===== config.mk =====
export PLATFORM = sky130hd
export DESIGN_NAME = sprite_table_flat
export DESIGN_NICKNAME = d
export VERILOG_FILES = /design/src/rtl/sprite_table_pkg.sv /design/src/rtl/sprite_table_if.sv /design/src/rtl/sprite_table_ctrl.sv /design/src/rtl/sprite_table.sv /design/src/flat_wrapper.sv
export SDC_FILE = /design/constraint.sdc
export NUM_CORES = 1
export LEC_CHECK = 0
export ABC_AREA = 0
export BUFFER_PORTS_ARGS = -buffer_cell sky130_fd_sc_hd__buf_2
export CORE_MARGIN = 2
export CORE_UTILIZATION = 45
export CTS_BUF_LIST = sky130_fd_sc_hd__clkbuf_8
export CTS_CLUSTER_SIZE = 14
export DETAILED_ROUTE_END_ITERATION = 6
export SYNTH_ARGS = -nofsm -noshare
export SYNTH_HDL_FRONTEND = slang
export SYNTH_SLANG_ARGS = --single-unit

===== constraint.sdc =====
create_clock -name Clk -period 13.55 [get_ports Clk]
set_clock_uncertainty 0.05 [all_clocks]
set_input_delay 3.3875 -clock Clk [delete_from_list [all_inputs] [get_ports Clk]]
set_output_delay 3.3875 -clock Clk [all_outputs]
set_load 0.005 [all_outputs]

===== src/rtl/sprite_table_pkg.sv =====
// Shared constants, types and helpers for the double-buffered sprite attribute table.
package sprite_table_pkg;

  localparam int NUM_SPRITES = 16;
  localparam int COORD_W     = 10;
  localparam int ID_W        = 4;
  localparam int IDX_W       = 4;
  localparam int CNT_W       = 5;

  localparam logic [ID_W-1:0] EMPTY_ID = 4'hF;

  typedef struct packed {
    logic [COORD_W-1:0] posx;
    logic [COORD_W-1:0] posy;
    logic [ID_W-1:0]    id;
  } sprite_attr_t;

  localparam sprite_attr_t RESET_ATTR = '{posx: '0, posy: '0, id: EMPTY_ID};

  typedef enum logic {
    ST_IDLE  = 1'b0,
    ST_CLEAR = 1'b1
  } ctrl_state_e;

  // Number of entries whose ID is not the empty marker.
  function automatic logic [CNT_W-1:0] count_valid(input logic [NUM_SPRITES*ID_W-1:0] ids);
    logic [CNT_W-1:0] n;
    n = '0;
    for (int i = 0; i < NUM_SPRITES; i++) begin
      if (ids[i*ID_W +: ID_W] != EMPTY_ID) n += CNT_W'(1);
    end
    return n;
  endfunction

endpackage


===== src/rtl/sprite_table_if.sv =====
// Game-logic side bus of the sprite table: write port, control pulses, status and active buses.
interface sprite_table_if;
  import sprite_table_pkg::*;

  logic                           frame_start;
  logic                           wr_valid;
  logic                           wr_ready;
  logic [IDX_W-1:0]               wr_index;
  logic [COORD_W-1:0]             wr_posx;
  logic [COORD_W-1:0]             wr_posy;
  logic [ID_W-1:0]                wr_id;
  logic                           clear_req;
  logic                           commit_req;
  logic                           busy;
  logic                           commit_pending;
  logic                           commit_done;
  logic [CNT_W-1:0]               active_count;
  logic [NUM_SPRITES*COORD_W-1:0] posx_flat;
  logic [NUM_SPRITES*COORD_W-1:0] posy_flat;
  logic [NUM_SPRITES*ID_W-1:0]    id_flat;

  modport master (
    output frame_start, wr_valid, wr_index, wr_posx, wr_posy, wr_id, clear_req, commit_req,
    input  wr_ready, busy, commit_pending, commit_done, active_count, posx_flat, posy_flat, id_flat
  );

  modport slave (
    input  frame_start, wr_valid, wr_index, wr_posx, wr_posy, wr_id, clear_req, commit_req,
    output wr_ready, busy, commit_pending, commit_done, active_count, posx_flat, posy_flat, id_flat
  );

endinterface


===== src/rtl/sprite_table_ctrl.sv =====
// Sequencing for the sprite table: shadow clear walk and frame-aligned commit bookkeeping.
module sprite_table_ctrl
  import sprite_table_pkg::*;
(
  input  logic             clk_i,
  input  logic             rst_ni,
  input  logic             frame_start_i,
  input  logic             clear_req_i,
  input  logic             commit_req_i,
  output logic             wr_ready_o,
  output logic             clr_we_o,
  output logic [IDX_W-1:0] clr_idx_o,
  output logic             commit_fire_o,
  output logic             busy_o,
  output logic             commit_pending_o,
  output logic             commit_done_o
);

  ctrl_state_e      state_q;
  logic [IDX_W-1:0] cnt_q;
  logic             busy_q;
  logic             pending_q;
  logic             done_q;

  // A commit never overlaps a clear, so the copy always sees a consistent shadow.
  assign commit_fire_o = frame_start_i & (state_q == ST_IDLE) & (pending_q | commit_req_i);
  assign wr_ready_o    = (state_q == ST_IDLE) & ~clear_req_i;
  assign clr_we_o      = (state_q == ST_CLEAR);
  assign clr_idx_o     = cnt_q;

  always_ff @(posedge clk_i or negedge rst_ni) begin
    if (!rst_ni) begin
      state_q   <= ST_IDLE;
      cnt_q     <= '0;
      busy_q    <= 1'b0;
      pending_q <= 1'b0;
      done_q    <= 1'b0;
    end else begin
      done_q <= commit_fire_o;
      if (commit_fire_o) begin
        pending_q <= 1'b0;
      end else if (commit_req_i) begin
        pending_q <= 1'b1;
      end

      case (state_q)
        ST_IDLE: begin
          if (clear_req_i) begin
            state_q <= ST_CLEAR;
            cnt_q   <= '0;
            busy_q  <= 1'b1;
          end
        end
        ST_CLEAR: begin
          cnt_q <= cnt_q + IDX_W'(1);
          if (cnt_q == IDX_W'(NUM_SPRITES - 1)) begin
            state_q <= ST_IDLE;
            busy_q  <= 1'b0;
          end
        end
        default: begin
          state_q <= ST_IDLE;
          busy_q  <= 1'b0;
        end
      endcase
    end
  end

  assign busy_o           = busy_q;
  assign commit_pending_o = pending_q;
  assign commit_done_o    = done_q;

endmodule


===== src/rtl/sprite_table.sv =====
// Double-buffered sprite attribute table: writes land in shadow, shadow is copied to active on a frame boundary.
module sprite_table
  import sprite_table_pkg::*;
(
  input  logic          Clk,
  input  logic          Reset_n,
  sprite_table_if.slave bus
);

  sprite_attr_t shadow_q [NUM_SPRITES];
  sprite_attr_t shadow_d [NUM_SPRITES];
  sprite_attr_t active_q [NUM_SPRITES];
  logic [CNT_W-1:0] active_count_q;

  logic             wr_ready;
  logic             clr_we;
  logic [IDX_W-1:0] clr_idx;
  logic             commit_fire;
  logic             wr_accept;

  logic [NUM_SPRITES*ID_W-1:0]    shadow_ids;
  logic [NUM_SPRITES*COORD_W-1:0] posx_flat;
  logic [NUM_SPRITES*COORD_W-1:0] posy_flat;
  logic [NUM_SPRITES*ID_W-1:0]    id_flat;

  sprite_table_ctrl u_ctrl (
    .clk_i            (Clk),
    .rst_ni           (Reset_n),
    .frame_start_i    (bus.frame_start),
    .clear_req_i      (bus.clear_req),
    .commit_req_i     (bus.commit_req),
    .wr_ready_o       (wr_ready),
    .clr_we_o         (clr_we),
    .clr_idx_o        (clr_idx),
    .commit_fire_o    (commit_fire),
    .busy_o           (bus.busy),
    .commit_pending_o (bus.commit_pending),
    .commit_done_o    (bus.commit_done)
  );

  assign wr_accept    = bus.wr_valid & wr_ready;
  assign bus.wr_ready = wr_ready;

  always_comb begin
    shadow_d = shadow_q;
    if (clr_we) shadow_d[clr_idx].id = EMPTY_ID;
    if (wr_accept) begin
      shadow_d[bus.wr_index] = '{posx: bus.wr_posx, posy: bus.wr_posy, id: bus.wr_id};
    end
  end

  always_comb begin
    shadow_ids = '0;
    for (int i = 0; i < NUM_SPRITES; i++) shadow_ids[i*ID_W +: ID_W] = shadow_q[i].id;
  end

  // Active copies the pre-edge shadow, so a same-cycle write only reaches the next frame.
  always_ff @(posedge Clk or negedge Reset_n) begin
    if (!Reset_n) begin
      for (int i = 0; i < NUM_SPRITES; i++) begin
        shadow_q[i] <= RESET_ATTR;
        active_q[i] <= RESET_ATTR;
      end
      active_count_q <= '0;
    end else begin
      shadow_q <= shadow_d;
      if (commit_fire) begin
        active_q       <= shadow_q;
        active_count_q <= count_valid(shadow_ids);
      end
    end
  end

  always_comb begin
    posx_flat = '0;
    posy_flat = '0;
    id_flat   = '0;
    for (int i = 0; i < NUM_SPRITES; i++) begin
      posx_flat[i*COORD_W +: COORD_W] = active_q[i].posx;
      posy_flat[i*COORD_W +: COORD_W] = active_q[i].posy;
      id_flat[i*ID_W +: ID_W]         = active_q[i].id;
    end
  end

  assign bus.posx_flat    = posx_flat;
  assign bus.posy_flat    = posy_flat;
  assign bus.id_flat      = id_flat;
  assign bus.active_count = active_count_q;

endmodule


===== src/flat_wrapper.sv =====
// flat-port wrapper written by rule: the top's interface ports become plain ports
module sprite_table_flat import sprite_table_pkg::*;
  (Clk, Reset_n, bus_frame_start, bus_wr_valid, bus_wr_index, bus_wr_posx, bus_wr_posy, bus_wr_id, bus_clear_req, bus_commit_req, bus_wr_ready, bus_busy, bus_commit_pending, bus_commit_done, bus_active_count, bus_posx_flat, bus_posy_flat, bus_id_flat);
  sprite_table_if bus_i ();
  input  logic Clk;
  input  logic Reset_n;
  input wire logic [$bits(bus_i.frame_start)-1:0] bus_frame_start;
  input wire logic [$bits(bus_i.wr_valid)-1:0] bus_wr_valid;
  input wire logic [$bits(bus_i.wr_index)-1:0] bus_wr_index;
  input wire logic [$bits(bus_i.wr_posx)-1:0] bus_wr_posx;
  input wire logic [$bits(bus_i.wr_posy)-1:0] bus_wr_posy;
  input wire logic [$bits(bus_i.wr_id)-1:0] bus_wr_id;
  input wire logic [$bits(bus_i.clear_req)-1:0] bus_clear_req;
  input wire logic [$bits(bus_i.commit_req)-1:0] bus_commit_req;
  output wire logic [$bits(bus_i.wr_ready)-1:0] bus_wr_ready;
  output wire logic [$bits(bus_i.busy)-1:0] bus_busy;
  output wire logic [$bits(bus_i.commit_pending)-1:0] bus_commit_pending;
  output wire logic [$bits(bus_i.commit_done)-1:0] bus_commit_done;
  output wire logic [$bits(bus_i.active_count)-1:0] bus_active_count;
  output wire logic [$bits(bus_i.posx_flat)-1:0] bus_posx_flat;
  output wire logic [$bits(bus_i.posy_flat)-1:0] bus_posy_flat;
  output wire logic [$bits(bus_i.id_flat)-1:0] bus_id_flat;
  assign bus_i.frame_start = bus_frame_start;
  assign bus_i.wr_valid = bus_wr_valid;
  assign bus_i.wr_index = bus_wr_index;
  assign bus_i.wr_posx = bus_wr_posx;
  assign bus_i.wr_posy = bus_wr_posy;
  assign bus_i.wr_id = bus_wr_id;
  assign bus_i.clear_req = bus_clear_req;
  assign bus_i.commit_req = bus_commit_req;
  assign bus_wr_ready = bus_i.wr_ready;
  assign bus_busy = bus_i.busy;
  assign bus_commit_pending = bus_i.commit_pending;
  assign bus_commit_done = bus_i.commit_done;
  assign bus_active_count = bus_i.active_count;
  assign bus_posx_flat = bus_i.posx_flat;
  assign bus_posy_flat = bus_i.posy_flat;
  assign bus_id_flat = bus_i.id_flat;
  sprite_table u_core (.Clk(Clk), .Reset_n(Reset_n), .bus(bus_i));
endmodule

==> reports/qor.txt, run 1 <==
Final period util -> 60.84%
GRT overflow -> 0
placer congestion estimate -> 0.8878
final wirelength -> 88710 um
CP arrival -> 8.80 ns
buffer levels on the longest clock path -> 3
Iter 0 DRT Violations -> 1466
Tot GR Track Use -> 24.73%
clock slew at reported path FFs -> 0.06 ns
most common cell after layout, fill and taps aside -> nand2_1
vias in the first global route -> 22780
DR vias/cell -> 5.104
Final Hold Fails -> 0
Post-DRT Antenna Nets -> 0
hold-critical path endpoint -> u_core.bus.posy_flat[95]
Setup Viol. Count Final -> 0
Unique masters post-synth -> 63
CP Max Fanout -> 5
# fillers -> 6089
# H-tree levels -> 4
placed wire-length estimate -> 55660 um
setup TNS -> 0 ns
largest net degree at the start of global routing -> 230
max_slew headroom -> 12.23%
I/O Buffers -> 426
static leakage -> 20.53 nW
fin. max-slew vios -> 0
clk sinks -> 781
hold path start -> u_core.shadow_q[153]
Yosys Warn Count -> 0
Num CTS Buffers -> 133
RSZ-0062 raised after global routing -> no
Die Wd -> 268.3 um
maximum clock frequency -> 121.3 MHz
Avg WL per Cell -> 20.29 um
fin crit period -> 8.244 ns
most frequent cells in the layout -> 1223 x nand2_1, 653 x dfrtp_1, 425 x buf_2
crit-path most repeated cell -> ha_1
R2R depth -> 38
Site Rows -> 96
power per cell area -> 211.5 nW/um^2
CORE AREA -> 68830 um^2
GR Util met1 -> 30.92%
share of layout cells above drive strength 1 -> 32.41%
Die H -> 268.3 um
GRT busiest layer -> met2
CP bufs+invs -> 1
drt drc -> 0
DP Cell Count -> 4136
global-route met2 utilization -> 40.28%
Post-Syn Area -> 31430 um^2
Crit path max-delay family -> compound AO/OA/AOI/OAI gates
Hold Crit Depth -> 2
Main synth FF type -> dfrtp_1
Post-Syn Nets -> 2978
initial antenna violation count -> 14
CP max stage delay -> 0.53 ns
Async S/R FF share, synth -> 100.0%
die footprint -> 71970 um^2
Multi-input gate area -> 11110 um^2
Setup crit start kind -> flip-flop
Slew @ Worst Pin -> 1.317 ns
CP Class -> reg -> reg
Root Driver -> clkbuf_8
outcome -> complete, no violations
P&R area growth vs syn -> 17.96%
Seq. cell area -> 19700 um^2
Seq/Total Area, Yosys -> 62.70%
# Post-CTS Setup Buffers -> 0
RR Startpoint -> u_core.shadow_ids[0]
Cells after Synth -> 2925
global-route wire length before repair -> 133700 um
worst skew pair latency -> 0.76 ns
R2R setup slack -> 5.31 ns
r2r endpoint -> u_core.bus.active_count[4]
Worst path slowest cell -> dfstp_2
Crit. End Element -> flip-flop
via count -> 22310
drt first pass iters -> 5
Post-synth EDFFs -> 0
Hold Path Class -> reg -> reg
Syn Area/Cell -> 10.74 um^2
fin nets -> 3393
Peak VDD IR -> 213.3 uV
Critical Path RT -> 14.10 ns
GRT met3 Usage -> 6.149%
hold buffers post-CTS -> 0
Starting Density -> 45.66%
CTS-repair resized insts -> 0
CTS tree -> yes
num ports -> 427
Max-cap violations -> 0
final std cells w/o fill -> 4372
#FFs+latches synth -> 781
CP startpoint -> u_core.shadow_ids[0]
==> power breakdown <==
| group | leakage (nW) | internal, mW | total, mW | switching, mW |
|---|---|---|---|---|
| Sequential | 10.4 | 2.91 | 3.24 | 0.328 |
| Combinational | 8.62 | 1.04 | 2.51 | 1.47 |
| Clock | 1.54 | 1.15 | 2.09 | 0.944 |
| Total | 20.5 | 5.10 | 7.84 | 2.75 |
==> worst max path at each step <==
stage               depth (start not counted)                         end
floorplan                                  39  u_core.bus.active_count[4]
global placement                           38  u_core.bus.active_count[4]
detailed placement                         38  u_core.bus.active_count[4]
CTS                                        38  u_core.bus.active_count[4]
global route                               39  u_core.bus.active_count[4]
finish                                     38  u_core.bus.active_count[4]
==> per-stage QoR <==
step / cell area (um^2) / setup WS [ns] / power [mW] / util, % / hold WS (ns)
floorplan: 31430 / 6.250 / 4.841 / - / 0.3831
global placement: 34400 / 5.684 / 5.670 / 49.98 / 0.3900
detailed placement: 34400 / 5.390 / 5.786 / 49.98 / 0.3937
CTS: 37060 / 5.380 / 7.918 / 53.85 / 0.3906
global route: 37070 / 4.793 / 8.350 / 53.85 / 0.4188
finish: 37070 / 5.306 / 7.842 / 53.86 / 0.3993
==> sequential cells by signal, indices dropped and copies added (netlist names) <==
register	cells
u_core.shadow_q	320
u_core.bus.posy_flat	160
u_core.u_ctrl.commit_done_o	1
u_core.u_ctrl.busy_o	1
u_core.shadow_ids	64
u_core.u_ctrl.commit_pending_o	1
u_core.u_ctrl.clr_we_o	1
u_core.bus.posx_flat	160
u_core.bus.active_count	5
u_core.bus.id_flat	64
u_core.u_ctrl.clr_idx_o	4
==> worst min-delay path: stages, from the launching register on <==
cell     delay, ns
dfrtp_1       0.34
nand2_1       0.05
nand2_1       0.05
==> kinds of logic (layout without fill, tap and decap cells) <==
family	after synthesis	in the layout	synth area share, %
compound gates	155	155	2.811
xor+xnor	62	62	2.377
fa+ha+maj	19	19	0.7564
buf+inv	179	691	2.154
flops	781	781	62.70
mux	326	326	11.67
other cells	0	4	0
simple gates	1403	1403	17.54
==> synth_stat cells (13+ instances only) <==
cell type  instances  area share, %
ha_1              19           0.76
buf_1             16           0.19
dfrtp_1          653             52
nor2_1            98            1.2
mux2_2           323             12
inv_1             13           0.16
xor2_1            15           0.42
clkbuf_1         146            1.7
dfstp_2          128             11
xnor2_1           31           0.86
nand4_1           14           0.28
o21ai_0           46           0.73
nand2_1         1223             15
a21oi_1           74            1.2
==> routing by layer <==
layer  up-vias  wire length (um)
li1      10250                 -
met2       575             43620
met1     11320             36480
met3       168              5088
met4         8              3478
met5         -                47
==> area by class of cell <==
cell class / instances / share of cell area (%)
antenna: 4 / 0.02700
clock buffer: 174 / 6.460
clock inverter: 58 / 0.7155
inverter: 15 / 0.1789
multi-input combinational: 1965 / 29.98
sequential: 781 / 53.15
tap: 931 / 3.142
timing repair buffer: 444 / 6.345
(Power assumes the default switching activity.)
==> run 2, diff against run 1 <==
--- a/config.mk
+++ b/config.mk
@@ -5,13 +5,14 @@
 export SDC_FILE = /design/constraint.sdc
 export NUM_CORES = 1
 export LEC_CHECK = 0
-export ABC_AREA = 0
+export ABC_AREA = 1
 export BUFFER_PORTS_ARGS = -buffer_cell sky130_fd_sc_hd__buf_2
 export CORE_MARGIN = 2
 export CORE_UTILIZATION = 45
 export CTS_BUF_LIST = sky130_fd_sc_hd__clkbuf_8
 export CTS_CLUSTER_SIZE = 14
 export DETAILED_ROUTE_END_ITERATION = 6
+export PLACE_DENSITY = 0.67
 export SYNTH_ARGS = -nofsm -noshare
 export SYNTH_HDL_FRONTEND = slang
 export SYNTH_SLANG_ARGS = --single-unit
==> constraint.sdc (replaced) <==
create_clock -name Clk -period 7.05 [get_ports Clk]
set_clock_uncertainty 0.05 [all_clocks]
set_input_delay 1.7625 -clock Clk [delete_from_list [all_inputs] [get_ports Clk]]
set_output_delay 1.7625 -clock Clk [all_outputs]
set_load 0.005 [all_outputs]
==> run 2 against run 1 <==
Against the previous run: worst hold slack lost 0.011 ns; worst setup slack worse by 5.2 ns; area after synthesis decreased by 0.96%; fmax increased by 18%; cell count rose by 14%; via count rose by 10%; global-route usage is 0.89 points higher; core utilization rose by 0.46 points; count of clock-buffer cells in the layout is 19 lower; sequential cell count stayed put; critical path type unchanged; highest routed layer unchanged.
==> reports/qor.txt, run 2 <==
outcome -> complete, no violations
CP arrival -> 7.58 ns
fin. max-slew vios -> 0
RSZ-0062 raised after global routing -> yes
# fillers -> 6269
vias in the first global route -> 23660
clk sinks -> 781
cell taking the most area after synthesis -> dfrtp_1
fin nets -> 4000
Die Wd -> 267.0 um
Synth top cells by count -> 1583 x nand2_1, 653 x dfrtp_1, 429 x o21ai_0
CORE AREA -> 68590 um^2
fin crit period -> 6.978 ns
Post-synth EDFFs -> 0
maximum clock frequency -> 143.3 MHz
Die H -> 267.0 um
Setup Viol. Count Final -> 0
Async S/R FF share, synth -> 100.0%
Final WS setup -> 0.07161 ns
Hold Path Class -> reg -> reg
max reg flops -> 320
Layout Utilization -> 54.32%
power per cell area -> 371.6 nW/um^2
Avg WL per Cell -> 18.23 um
Post-Syn Area -> 31120 um^2
Seq pwr share -> 44.5%
DP Cell Count -> 4724
static leakage -> 20.83 nW
most common cell after layout, fill and taps aside -> nand2_1
Unique masters post-synth -> 37
die footprint -> 71290 um^2
combinational power share -> 26.4%
Slew @ Worst Pin -> 1.202 ns
Largest Register -> u_core.shadow_q
setup TNS -> 0 ns
Final Hold Fails -> 0
final wirelength -> 90720 um
Max-cap violations -> 0
CTS tree -> yes
buffer levels on the longest clock path -> 3
CP Class -> reg -> reg
GRT overflow -> 0
Tot GR Track Use -> 25.62%
final std cells w/o fill -> 4977
Critical Path RT -> 7.65 ns
CP max stage delay -> 0.53 ns
most common cell in the netlist -> nand2_1
Num CTS Buffers -> 133
hold buffers post-CTS -> 0
drt drc -> 0
Iter 0 DRT Violations -> 2130
Clk pwr share -> 29.1%
Multi-input gate area -> 10150 um^2
Setup crit start kind -> flip-flop
via count -> 24590
net switching power -> 4.627 mW
sw frac -> 33.42%
Yosys Warn Count -> 0
# H-tree levels -> 4
placer congestion estimate -> 0.8506
Final period util -> 98.98%
global-route wire length before repair -> 138200 um
initial antenna violation count -> 12
Yosys top cell area share -> 52.50%
Post-Place Setup Slack -> -0.3733 ns
Syn Area/Cell -> 8.900 um^2
Root Driver -> clkbuf_8
drt first pass iters -> 6
Peak VDD IR -> 162.6 uV
P_int -> 9.217 mW
clock slew at reported path FFs -> 0.06 ns
max_slew headroom -> 19.10%
Worst path slowest cell -> dfstp_2
CP Max Fanout -> 3
Seq. cell area -> 19700 um^2
synth top area cells -> dfrtp_1 53%, nand2_1 19%, dfstp_2 11%, o21ai_0 6.9%, inv_1 2.5%
Cells after Synth -> 3497
largest net degree at the start of global routing -> 190
Main synth FF type -> dfrtp_1
Crit. End Element -> flip-flop
share of layout cells above drive strength 1 -> 22.74%
Site Rows -> 96
fin area -> 37260 um^2
most frequent cells in the layout -> 1568 x nand2_1, 653 x dfrtp_1, 425 x o21ai_0, 425 x buf_2, 242 x inv_1
Post-DRT Antenna Nets -> 0
#FFs+latches synth -> 781
Placed Area -> 34320 um^2
DR vias/cell -> 4.941
num ports -> 427
worst skew pair latency -> 0.77 ns
I/O Buffers -> 426
R2R depth -> 48
P&R area growth vs syn -> 19.71%
placed wire-length estimate -> 56360 um
Starting Density -> 45.38%
hold slack -> 0.3882 ns
Seq/Total Area, Yosys -> 63.31%
Pwr Total -> 13.84 mW
Hold Crit Depth -> 2
Post-Syn Nets -> 3550
run 2: cell count changes after synthesis, moves of 12 or more:
| cell | previous run | this run |
|---|---|---|
| o21ai_0 | 46 | 429 |
| nand2_1 | 1223 | 1583 |
| nand3_1 | 11 | 58 |
| xnor2_1 | 31 | 1 |
| nand2_4 | 0 | 13 |
| inv_1 | 13 | 206 |
| mux2_2 | 323 | 0 |
| xor2_1 | 15 | 3 |
| a21oi_1 | 74 | 4 |
| nor2_1 | 98 | 119 |
| a31oi_1 | 5 | 20 |
| clkbuf_1 | 146 | 181 |
run 2: metal layers:
metal	vias up	track usage (%)	part of all wire [%]
met5	-	0	0.051
met4	8	10.69	3.5
met3	173	5.554	6.5
met2	789	40.57	48
met1	11830	34.26	42
li1	11790	-	-
run 2: cell families (layout without fill, tap and decap cells):
| logic type | Yosys count | after routing | share of synthesized area (%) |
|---|---|---|---|
| flops | 781 | 781 | 63.31 |
| other cells | 0 | 4 | 0 |
| xor+xnor | 4 | 4 | 0.1126 |
| buf+inv | 400 | 945 | 4.828 |
| compound gates | 465 | 465 | 7.638 |
| simple gates | 1828 | 1828 | 23.35 |
| fa+ha+maj | 19 | 19 | 0.7638 |
run 2: power by group through the flow:
stage | combinational (mW) | clock [mW] | sequential (mW)
after floorplan | 1.86 | 0 | 6.08
after global routing | 4.14 | 4.33 | 6.25
final | 3.65 | 4.03 | 6.16
after CTS | 3.45 | 4.13 | 6.16
after detailed placement | 3.34 | 0 | 6.21
after global placement | 3.27 | 0 | 6.21
run 2: final timing paths:
check / slack (ns) / start / endpoint
worst max-delay path: 0.07 / u_core.shadow_ids[4] / u_core.bus.active_count[4]
worst min-delay path: 0.39 / u_core.shadow_q[235] / u_core.bus.posx_flat[65]
worst max register to register: 0.07 / u_core.shadow_ids[4] / u_core.bus.active_count[4]
worst min register to register: 0.39 / u_core.shadow_q[235] / u_core.bus.posx_flat[65]
max in group asynchronous: 4.41 / Reset_n / u_core.bus.posx_flat[22]
min in group asynchronous: 1.00 / Reset_n / u_core.bus.posx_flat[95]
run 2: critical path, delay by kind of cell (launching register included):
family	cells	cell delay (ns)
buffers and inverters	5	0.37
and+or+nand+nor	24	2.74
adders and majority gates	8	1.96
AOI/OAI and AO/OA	8	0.80
DFF	1	0.53
xor gates and xnor gates	3	0.41
run 2: cell type report:
type                            count  area share (%)
Tap cell                          931           3.126
Inverter                          210           2.136
Clock buffer                      155           5.726
Multi-Input combinational cell   2316           27.23
Sequential cell                   781           52.88
Timing Repair Buffer              505           7.543
Antenna cell                        4         0.02687
Clock inverter                     75           1.326
run 2: timing repair:
| action | in CTS | in global routing |
|---|---|---|
| pin swaps | 23 | 41 |
| resized for setup | 13 | 34 |
| setup endpoints to repair | 4 | 4 |
| buffers inserted | 8 | 11 |
==> run 3, diff against run 2 <==
--- a/config.mk
+++ b/config.mk
@@ -15,4 +15,5 @@
 export PLACE_DENSITY = 0.67
 export SYNTH_ARGS = -nofsm -noshare
 export SYNTH_HDL_FRONTEND = slang
+export SYNTH_HIERARCHICAL = 1
 export SYNTH_SLANG_ARGS = --single-unit
==> run 3 against run 2 <==
Against the previous run: cell area grew 2.1%; non-clock buffer count grew 44; clock power is essentially flat; count of clock-buffer cells in the layout grew 11; synthesized cell count shrank 0.63%; combinational power grew 100%; via count grew 2.6%; sequential share of layout area shrank 1.1 points; cell count grew 0.40%; fmax grew 3.5%; highest routed layer unchanged.
==> reports/qor.txt, run 3 <==
outcome -> complete, no violations
R2R setup slack -> 0.30 ns
RSZ-0062 raised after global routing -> yes
CORE AREA -> 68590 um^2
Starting Density -> 45.41%
Num CTS Buffers -> 131
Critical Path RT -> 7.70 ns
R2R depth -> 61
Seq/Total Area, Yosys -> 63.26%
Post-DRT Antenna Nets -> 0
placed wire-length estimate -> 56130 um
max reg flops -> 320
clock slew at reported path FFs -> 0.06 ns
Synth top cells by count -> 1602 x nand2_1, 653 x dfrtp_1, 395 x o21ai_0
CP max stage delay -> 0.52 ns
hold buffers post-CTS -> 0
CTS tree -> yes
Pwr Total -> 18.02 mW
Post-Syn Nets -> 3524
most frequent cells in the layout -> 1548 x nand2_1, 653 x dfrtp_1, 425 x buf_2
share of layout cells above drive strength 1 -> 25.74%
max_slew headroom -> 20.89%
synth top area cells -> dfrtp_1 52%, nand2_1 19%, dfstp_2 11%, o21ai_0 6.3%, clkbuf_1 2.1%
fin nets -> 4017
drt first pass iters -> 5
Die H -> 267.1 um
maximum clock frequency -> 148.2 MHz
setup TNS -> 0 ns
Peak VDD IR -> 471.1 uV
final std cells w/o fill -> 4997
I/O Buffers -> 426
Max-cap violations -> 0
Post-Syn Area -> 31150 um^2
Post-synth EDFFs -> 0
Crit. End Element -> flip-flop
via count -> 25230
Cells after Synth -> 3475
Async S/R FF share, synth -> 100.0%
DP Cell Count -> 4721
Slew @ Worst Pin -> 1.185 ns
Largest Register -> u_core/shadow_q
Setup crit start kind -> flip-flop
Tot GR Track Use -> 25.72%
# H-tree levels -> 4
placer congestion estimate -> 0.8604
worst skew pair latency -> 0.76 ns
Hold Crit Depth -> 2
Final Hold Fails -> 0
drt drc -> 0
die footprint -> 71330 um^2
num ports -> 427
#FFs+latches synth -> 781
Worst path slowest cell -> dfstp_2
most common cell in the netlist -> nand2_1
power per cell area -> 473.8 nW/um^2
CP arrival -> 7.39 ns
Site Rows -> 96
Die Wd -> 267.1 um
most common cell after layout, fill and taps aside -> nand2_1
P&R area growth vs syn -> 22.09%
hold-critical path endpoint -> u_core/bus.posy_flat[99]
Syn Area/Cell -> 8.963 um^2
fin. max-slew vios -> 0
CP startpoint -> u_core/shadow_ids[1]
clk sinks -> 781
fin crit period -> 6.745 ns
hold slack -> 0.4045 ns
CP Max Fanout -> 3
cell taking the most area after synthesis -> dfrtp_1
global-route wire length before repair -> 140000 um
r2r endpoint -> u_core/bus.active_count[4]
Yosys Warn Count -> 6
Final period util -> 95.68%
vias in the first global route -> 24190
Iter 0 DRT Violations -> 2356
hold path start -> u_core/shadow_q[157]
largest net degree at the start of global routing -> 181
Main synth FF type -> dfrtp_1
DR vias/cell -> 5.050
Setup Viol. Count Final -> 0
GRT overflow -> 0
final wirelength -> 91750 um
Unique masters post-synth -> 36
buffer levels on the longest clock path -> 3
CP Class -> reg -> reg
initial antenna violation count -> 9
Hold Path Class -> reg -> reg
static leakage -> 21.15 nW
Avg WL per Cell -> 18.36 um
Root Driver -> clkbuf_8
crit-path most repeated cell -> nand2_1
Yosys top cell area share -> 52.46%
RR Startpoint -> u_core/shadow_ids[1]
[run 3: cell types whose count changed after synthesis, moves of 7 or more]
cell      before   now
nand2_2        9    17
nand3_1       58    92
o21ai_0      429   395
nor2_1       119    78
clkbuf_1     181   174
a31oi_1       20    37
o22ai_1        0    12
nand2_1     1583  1602
inv_1        206   158
[run 3: report_power, final]
group          switching [mW]  internal (mW)
combinational            4.22           3.26
sequential              0.755           5.75
clock                    1.86           2.17
total                    6.83           11.2
[run 3: what timing repair did]
| action | CTS | global route |
|---|---|---|
| setup buffers | 41 | 7 |
| resized for setup | 13 | 117 |
| setup endpoints to repair | 4 | 4 |
| pin swaps | 14 | 65 |
[run 3: layout make-up]
cell class                 instances  area [um^2]
fill                            6234        30560
sequential                       781        19700
multi-input combinational       2335        10680
timing repair buffer             549         3157
clock buffer                     166         2285
tap                              931         1165
inverter                         170        650.6
clock inverter                    63        377.9
antenna                            2        5.005
[run 3: routing by layer]
metal / wire length [um] / track usage, % / part of all wire [%] / vias to the layer above
met3: 5795 / 4.763 / 6.3 / 118
met4: 1650 / 8.366 / 1.8 / 2
met2: 43310 / 40.01 / 47 / 795
li1: - / - / - / 11940
met5: 13 / 0 / 0.014 / -
met1: 40980 / 36.60 / 45 / 12380
[run 3: how the worst max path moves through the flow]
stage | endpoint | slack [ns] | cells past startpoint
final | u_core/bus.active_count[4] | 0.30 | 61
after global routing | u_core/bus.active_count[4] | -0.09 | 53
after CTS | u_core/bus.active_count[4] | 0.008 | 53
after detailed placement | u_core/bus.active_count[4] | -0.37 | 54
after global placement | u_core/bus.active_count[4] | -0.29 | 54
after floorplan | u_core/bus.active_count[4] | 0.006 | 54
[run 3: cells by family (layout without fill, tap and decap cells)]
logic type | Yosys count | in the layout | share of synthesized area, %
AND/OR/NAND/NOR | 1863 | 1863 | 24.16
flip-flops | 781 | 781 | 63.26
AO/OA/AOI/OAI | 457 | 457 | 7.641
buffers and inverters | 359 | 948 | 4.339
adder cells (fa/ha/maj) | 15 | 15 | 0.6026
other | 0 | 2 | 0
[run 3: worst max-delay path, delay by kind of cell (launching register included)]
family                   cells  cell delay, ns
buffers and inverters       18            1.69
adder cells (fa/ha/maj)      5            1.09
AND/OR/NAND/NOR             38            3.32
flip-flops                   1            0.52
[run 3: through the flow]
stage | worst slack, ns | area, um^2 | util [%]
2_1_floorplan | 0.005725 | 31170 | -
4_1_cts | 0.007777 | 37480 | 54.64
3_5_place_dp | -0.3694 | 34460 | 50.24
6_report | 0.3045 | 38030 | 55.44
3_3_place_gp | -0.2920 | 34460 | 50.24
5_1_grt | -0.08841 | 38030 | 55.44
